===== src/rtl/multicycle_controller.sv =====
// Multicycle RV32 subset controller: Moore FSM sequencing fetch/decode/execute with a sticky illegal-opcode trap.
// Optional U-type (LUI/AUIPC) sequencing is compiled in when RV_UTYPE_EN is defined.
module multicycle_controller (
   input  logic       clk,
   input  logic       reset,
   input  logic [6:0] Op,
   input  logic [2:0] funct3,
   input  logic       funct7b5,
   input  logic       Zero,
   output logic       PCWrite,
   output logic       AdrSrc,
   output logic       MemWrite,
   output logic       IRWrite,
   output logic       RegWrite,
   output logic [1:0] ResultSrc,
   output logic [1:0] ALUSrcA,
   output logic [1:0] ALUSrcB,
   output logic [2:0] ALUControl,
   output logic [2:0] ImmSrcD,
   output logic       IllegalInst
);

   localparam logic [6:0] OP_LOAD  = 7'b0000011;
   localparam logic [6:0] OP_STORE = 7'b0100011;
   localparam logic [6:0] OP_R     = 7'b0110011;
   localparam logic [6:0] OP_I     = 7'b0010011;
   localparam logic [6:0] OP_BR    = 7'b1100011;
   localparam logic [6:0] OP_JAL   = 7'b1101111;
   localparam logic [6:0] OP_JALR  = 7'b1100111;
   localparam logic [6:0] OP_LUI   = 7'b0110111;
   localparam logic [6:0] OP_AUIPC = 7'b0010111;

   localparam logic [2:0] ALU_ADD = 3'b000;
   localparam logic [2:0] ALU_SUB = 3'b001;
   localparam logic [2:0] ALU_AND = 3'b010;
   localparam logic [2:0] ALU_OR  = 3'b011;
   localparam logic [2:0] ALU_SLT = 3'b101;

`ifdef RV_UTYPE_EN
   typedef enum logic [3:0] {
      FETCH, DECODE, MEMADR, MEMREAD, MEMWB, MEMWRITE,
      EXECR, EXECI, ALUWB, BEQ, JAL, UPPER, TRAP
   } state_t;
`else
   typedef enum logic [3:0] {
      FETCH, DECODE, MEMADR, MEMREAD, MEMWB, MEMWRITE,
      EXECR, EXECI, ALUWB, BEQ, JAL, TRAP
   } state_t;
`endif

   state_t state_q, state_d;
   logic   illegal_q, illegal_d;
   logic   pc_write, adr_src, mem_write, ir_write, reg_write;

   // Subtract only for R-type (Op[5]=1) with funct7b5 set; I-type never subtracts.
   function automatic logic [2:0] funct_alu(input logic [2:0] f3, input logic f7b5, input logic op5);
      case (f3)
         3'b000:  return (f7b5 && op5) ? ALU_SUB : ALU_ADD;
         3'b010:  return ALU_SLT;
         3'b110:  return ALU_OR;
         3'b111:  return ALU_AND;
         default: return ALU_ADD;
      endcase
   endfunction

   always_ff @(posedge clk or posedge reset) begin
      if (reset) begin
         state_q   <= FETCH;
         illegal_q <= 1'b0;
      end else begin
         state_q   <= state_d;
         illegal_q <= illegal_d;
      end
   end

   always_comb begin
      state_d = state_q;
      case (state_q)
         FETCH:    state_d = DECODE;
         DECODE: begin
            case (Op)
               OP_LOAD, OP_STORE: state_d = MEMADR;
               OP_R:              state_d = EXECR;
               OP_I:              state_d = EXECI;
               OP_BR:             state_d = BEQ;
               OP_JAL:            state_d = JAL;
`ifdef RV_UTYPE_EN
               OP_LUI, OP_AUIPC:  state_d = UPPER;
`endif
               default:           state_d = TRAP;
            endcase
         end
         MEMADR:   state_d = (Op == OP_STORE) ? MEMWRITE : MEMREAD;
         MEMREAD:  state_d = MEMWB;
         EXECR, EXECI, JAL: state_d = ALUWB;
`ifdef RV_UTYPE_EN
         UPPER:    state_d = ALUWB;
`endif
         MEMWB, MEMWRITE, ALUWB, BEQ: state_d = FETCH;
         TRAP:     state_d = TRAP;
         default:  state_d = FETCH;
      endcase
      illegal_d = illegal_q | (state_d == TRAP);
   end

   always_comb begin
      pc_write   = 1'b0;
      adr_src    = 1'b0;
      mem_write  = 1'b0;
      ir_write   = 1'b0;
      reg_write  = 1'b0;
      ResultSrc  = 2'b00;
      ALUSrcA    = 2'b00;
      ALUSrcB    = 2'b00;
      ALUControl = ALU_ADD;
      case (state_q)
         FETCH: begin
            ir_write  = 1'b1;
            ALUSrcB   = 2'b10;
            ResultSrc = 2'b10;
            pc_write  = 1'b1;
         end
         DECODE: begin
            ALUSrcA = 2'b01;
            ALUSrcB = 2'b01;
         end
         MEMADR: begin
            ALUSrcA = 2'b10;
            ALUSrcB = 2'b01;
         end
         MEMREAD:  adr_src = 1'b1;
         MEMWB: begin
            ResultSrc = 2'b01;
            reg_write = 1'b1;
         end
         MEMWRITE: begin
            adr_src   = 1'b1;
            mem_write = 1'b1;
         end
         EXECR: begin
            ALUSrcA    = 2'b10;
            ALUControl = funct_alu(funct3, funct7b5, Op[5]);
         end
         EXECI: begin
            ALUSrcA    = 2'b10;
            ALUSrcB    = 2'b01;
            ALUControl = funct_alu(funct3, funct7b5, Op[5]);
         end
         ALUWB:    reg_write = 1'b1;
         BEQ: begin
            ALUSrcA    = 2'b10;
            ALUControl = ALU_SUB;
            pc_write   = Zero;
         end
         JAL: begin
            ALUSrcA  = 2'b01;
            ALUSrcB  = 2'b10;
            pc_write = 1'b1;
         end
`ifdef RV_UTYPE_EN
         // LUI adds the immediate to a forced zero operand; AUIPC adds it to the old PC.
         UPPER: begin
            ALUSrcA = (Op == OP_LUI) ? 2'b11 : 2'b01;
            ALUSrcB = 2'b01;
         end
`endif
         default: ;
      endcase
   end

   always_comb begin
      case (Op)
         OP_LOAD, OP_I, OP_JALR: ImmSrcD = 3'b000;
         OP_STORE:               ImmSrcD = 3'b001;
         OP_BR:                  ImmSrcD = 3'b010;
         OP_JAL:                 ImmSrcD = 3'b011;
`ifdef RV_UTYPE_EN
         OP_LUI, OP_AUIPC:       ImmSrcD = 3'b100;
`endif
         default:                ImmSrcD = 3'b000;
      endcase
   end

   // Strobes are gated by reset so an interrupted write cannot leave a partial pulse.
   assign PCWrite     = pc_write  & ~reset;
   assign IRWrite     = ir_write  & ~reset;
   assign MemWrite    = mem_write & ~reset;
   assign RegWrite    = reg_write & ~reset;
   assign AdrSrc      = adr_src;
   assign IllegalInst = illegal_q;

endmodule


===== config.mk =====
export PLATFORM = sky130hd
export DESIGN_NAME = multicycle_controller
export DESIGN_NICKNAME = d
export VERILOG_FILES = /design/src/rtl/multicycle_controller.sv
export SDC_FILE = /design/constraint.sdc
export NUM_CORES = 1
export LEC_CHECK = 0
export ABC_AREA = 1
export ABC_CLOCK_PERIOD_IN_PS = 1210
export BUFFER_PORTS_ARGS = -buffer_cell sky130_fd_sc_hd__buf_4
export CAP_MARGIN = 10
export CORE_MARGIN = 2
export CORE_UTILIZATION = 37
export CTS_CLUSTER_DIAMETER = 40
export DETAILED_ROUTE_END_ITERATION = 7
export PLACE_DENSITY = 0.78
export SKIP_CTS_REPAIR_TIMING = 1
export SLEW_MARGIN = 20
export SYNTH_ARGS = -nofsm -noshare
export SYNTH_HDL_FRONTEND = slang
export SYNTH_SLANG_ARGS = --single-unit

===== constraint.sdc =====
create_clock -name clk -period 1.21 [get_ports clk]
set_clock_uncertainty 0.15 [all_clocks]
set_input_delay 0.121 -clock clk [delete_from_list [all_inputs] [get_ports clk]]
set_output_delay 0.121 -clock clk [all_outputs]
set_load 0.02 [all_outputs]

# Word level (Yosys, flattened, before mapping)
# Cells that the tools add are included.
# Widths: inputs -> output; s select.
# classes
reduce_logical,12
eq_ne,21
n_bitwise,6
mux,15
# op_table
op,n
$pmux 4 s6,1
$eq 4x4->1 const B,5
$pmux 4 s5,1
$eq 4x3->1 const B,4
$eq 7x6->1 const B,2
$eq 7x7->1 const B,2
$pmux 2 s2,3
$pmux 3 s4,1
$reduce_or 2->1,6
$eq 4x2->1 const B,2
$eq 7x2->1 const B,1
$eq 7x5->1 const B,1
$eq 3x3->1 const B,2
$pmux 2 s3,1
$pmux 3 s2,1
$reduce_or 3->1,2
$mux 1,5
$and 1x1->1,4
$eq 4x1->1 const B,1
$logic_not 4->1,1
$reduce_or 4->1,1
$eq 3x2->1 const B,1
$logic_not 3->1,1
$mux 3,1
4 further kinds,4
# totals
reg_bits,5
elab_cells,56
in_bits,14

# Depth between registers and ports, before layout
# depth
depth_word,6
ltp_mapped,10
ltp_nobuf,10

# Worst setup path after synthesis
# No wires, ideal clock.
# synth_timing
path_type,register -> output
from,register state_q[1]
to,output port PCWrite
arrival_ns,1.544
path_slack_ns,-0.605
path_stages_with_launch,8
path_cell_list,dfrtp_1 > nor2_1 > inv_1 > nor2_1 > inv_1 > nand2_1 > a21oi_1 > nor2_1
# synth_between
elab_chain_len,4
word_cells_on_any_way,6
cone_classes,eq/ne (2); mux (1); bitwise (1); reduce/logical (2)
# synth_lines
item,line_no,text
"start, declared",51,"state_t state_q, state_d;"
"start signal, assigned",71,state_q <= state_d;
$eq 4x4->1 / $logic_not 4->1 (equally long branches),116,case (state_q)
$reduce_or 2->1 (no source line),n/a,
$pmux 1 s2 *,116,
$and 1x1->1 *,185,assign PCWrite = pc_write & ~reset;
"end, declared",10,"output logic PCWrite,"
# Every way passes the cells marked *; elsewhere a longest branch is shown, timed or not.

# Final worst setup path
# layout_timing
from,register state_q[2]
to,output port ALUControl[1]
# layout_between
elab_chain_len,3
word_cells_on_any_way,5
cone_classes,eq/ne (3); mux (1); reduce/logical (1)
# layout_lines
item,line_no,text
$eq 4x3->1,116,
$reduce_or 2->1 (no source line),n/a,
$pmux 3 s2 *,116,
"end, declared",18,"output logic [2:0] ALUControl,"
# Marked as above.

==> metrics <==
Final min period=1.65 ns; Avg Inst Size Synth=5.59 um2; violated checks=negative setup slack; hpwl dp=1.28 mm; Synth area leaders=dfrtp_1 (24%), nand2_1 (19%), nor2_1 (12%); crit path cell chain=inv_2 -> nor2_2 -> nand2_1 -> buf_4 -> nor2_1 -> buf_4; CP endpoint kind=output port; TNS Setup=-5.53 ns; drt total wl=1.58 mm; Max Cap Viol=0; peak supply drop=1300 uV; drt initial violations=15; placed cell areas=876 um2; Die H=41.7 um; Inst Count DP=146; Lkg Pwr=between 0.5 and 0.6 nW; Final Setup Violations=19; Yosys top cell area share=23.8%; Die Area=around 0.0017 mm2; Mapped Area=526 um2; Final Max Tran Viols=0; maximum buffer depth of the clock tree=2; worst-path fanout max=4; Via Count=738; power per cell area=between 2000 and 2500 mW/mm2; status=complete, but fails checks; post-synth top area cell=dfrtp_1; crit path kind=reg2out; crit-path most repeated cell=buf_4; number of vias per cell=between 4 and 5; GRT Util Overall=18.8%; Setup WS pre-CTS=-0.208 ns; Port Buffers=30; Die Wd=41.7 um; Ports=32; Syn-to-layout area delta=83.1%; ANT nets after route=0; #FFs+latches synth=5; synth warn=0; Worst Path Required=0.94 ns; ANT cells=0; Multi-input gate area=400 um2; crit-path max cell delay=around 0.37 ns; Fillers=114; f_max=approximately 0.6 GHz; global route total overflow=0; CP max stage cell=dfrtp_1; Layout Cells excl Fill=~150; Initial Util=39.9%; TritonCTS clock tree=yes; Tcrit/Tclk final=136%; clk_lat worst skew=0.24 ns; vias in the first global route=650; Sink Count=5; final instance area=962 um2; routability congestion estimate=approximately 0.80; H-tree levels=1; Final #Nets=between 150 and 200; Critical Path Start Type=register; TritonRoute pass-1 iters=4; Num CTS Buffers=3; largest net degree at the start of global routing=8; Mapped Cells=94; share of cells above drive strength 1=between 50% and 60%; synth unique cells=18; Crit path arrival time=1.38 ns; Core ar.=between 0.001 and 0.0015 mm2; residual DRC count=0; cell row count=13; overall power=2.24 mW; DR WL/cell=10.4 um; initial antenna violation count=0; worst setup margin=-0.438 ns; syn_nets=108; Hold Vio Cnt, Final=0; Worst Hold Class=in2reg; unrepaired setup endpoints after global routing=yes; Clock Pin Slew Worst Setup and Hold Paths=0.04 ns; first-pass GRT wire length=2.57 mm; FF/Latch Area=128 um2; sequential-to-total area share from yosys stat=23.8%; CTS Root Cell=clkbuf_4
## placed cells by master, fill, tap and decap left out
cell type       n
nor2_4          5
o211ai_1        1
nor2_2         10
nand3_2         4
nand2_4         1
dfrtp_2         2
conb_1          1
nand3_1         5
inv_2           6
dfrtp_1         3
buf_6           3
inv_1          13
o21ai_0         2
nand2_2         5
clkinv_1        1
nand2_1        24
buf_4          36
clkbuf_4        3
nor2_1          7
a21oi_2         1
dlygate4sd3_1   1
clkbuf_1        1
a211oi_2        1
o221ai_2        1
## flip-flops by register name, summed over array words and instances, names as in the netlist
| name | cells |
|---|---|
| IllegalInst | 1 |
| state_q | 4 |
## synth_stat cells
library cell	instances
inv_2	4
nand3_2	2
nand2_1	27
dfrtp_1	5
nor2_1	17
a21oi_1	1
buf_4	1
nor2_4	1
o221ai_1	1
o211ai_1	1
nand3_1	7
inv_1	15
nand2_2	3
a211oi_1	1
o21ai_0	2
nor2_2	4
clkinv_1	1
conb_1	1
## cell type report
cell class	instances	area share, %
Multi-Input combinational cell	68	41.6
Sequential cell	5	13.3
Inverter	20	7.80
Clock buffer	4	2.73
Timing Repair Buffer	40	32.6
Tap cell	15	1.95
## worst paths after layout
kind,to,slack [ns],startpoint,cells after the start
setup / recovery,ALUControl[1],-0.44,state_q[2],6
hold / removal,state_q[0],0.06,Op[5],4
setup reg to reg,IllegalInst,-0.21,state_q[3],10
hold reg to reg,IllegalInst,0.35,IllegalInst,2
max in group asynchronous,state_q[0],0.48,reset,3
min in group asynchronous,state_q[3],0.24,reset,3
## critical path, delay by kind of cell, from the launching register on
family	cells	cell delay, ns
buffers and inverters	3	0.40
and+or+nand+nor	3	0.38
DFF	1	0.37
## through the flow
step                util, %  hold slack (ns)
floorplan                 -           -0.250
global placement       66.5          -0.0744
detailed placement     66.5          -0.0715
CTS                    68.5           -0.327
global route           73.0           0.0826
finish                 73.0           0.0614
## power breakdown
part	total, mW	switching, mW	leakage, nW	internal [mW]
combinational	1.71	0.969	0.455	0.745
sequential	0.333	0.0958	0.0571	0.237
clock	0.189	0.0650	0.0150	0.124
## routing by layer
layer / track usage [%] / up-vias / share of wire (%)
li1: - / 369 / -
met1: 21.2 / 330 / 33
met2: 33.4 / 37 / 57
met3: 5.22 / 2 / 8.0
met4: 6.45 / 0 / 1.3
met5: 0 / - / 0
## logic make-up (layout without fill, tap and decap cells)
group                  count (synthesis)  in the layout  synth area share [%]
AND/OR/NAND/NOR                       61             61                  52.4
buffers and inverters                 21             64                  15.7
other                                  1              1                 0.714
flip-flops                             5              5                  23.8
AO/OA/AOI/OAI                          6              6                  7.38
Power figures use the tool's default switching activity.
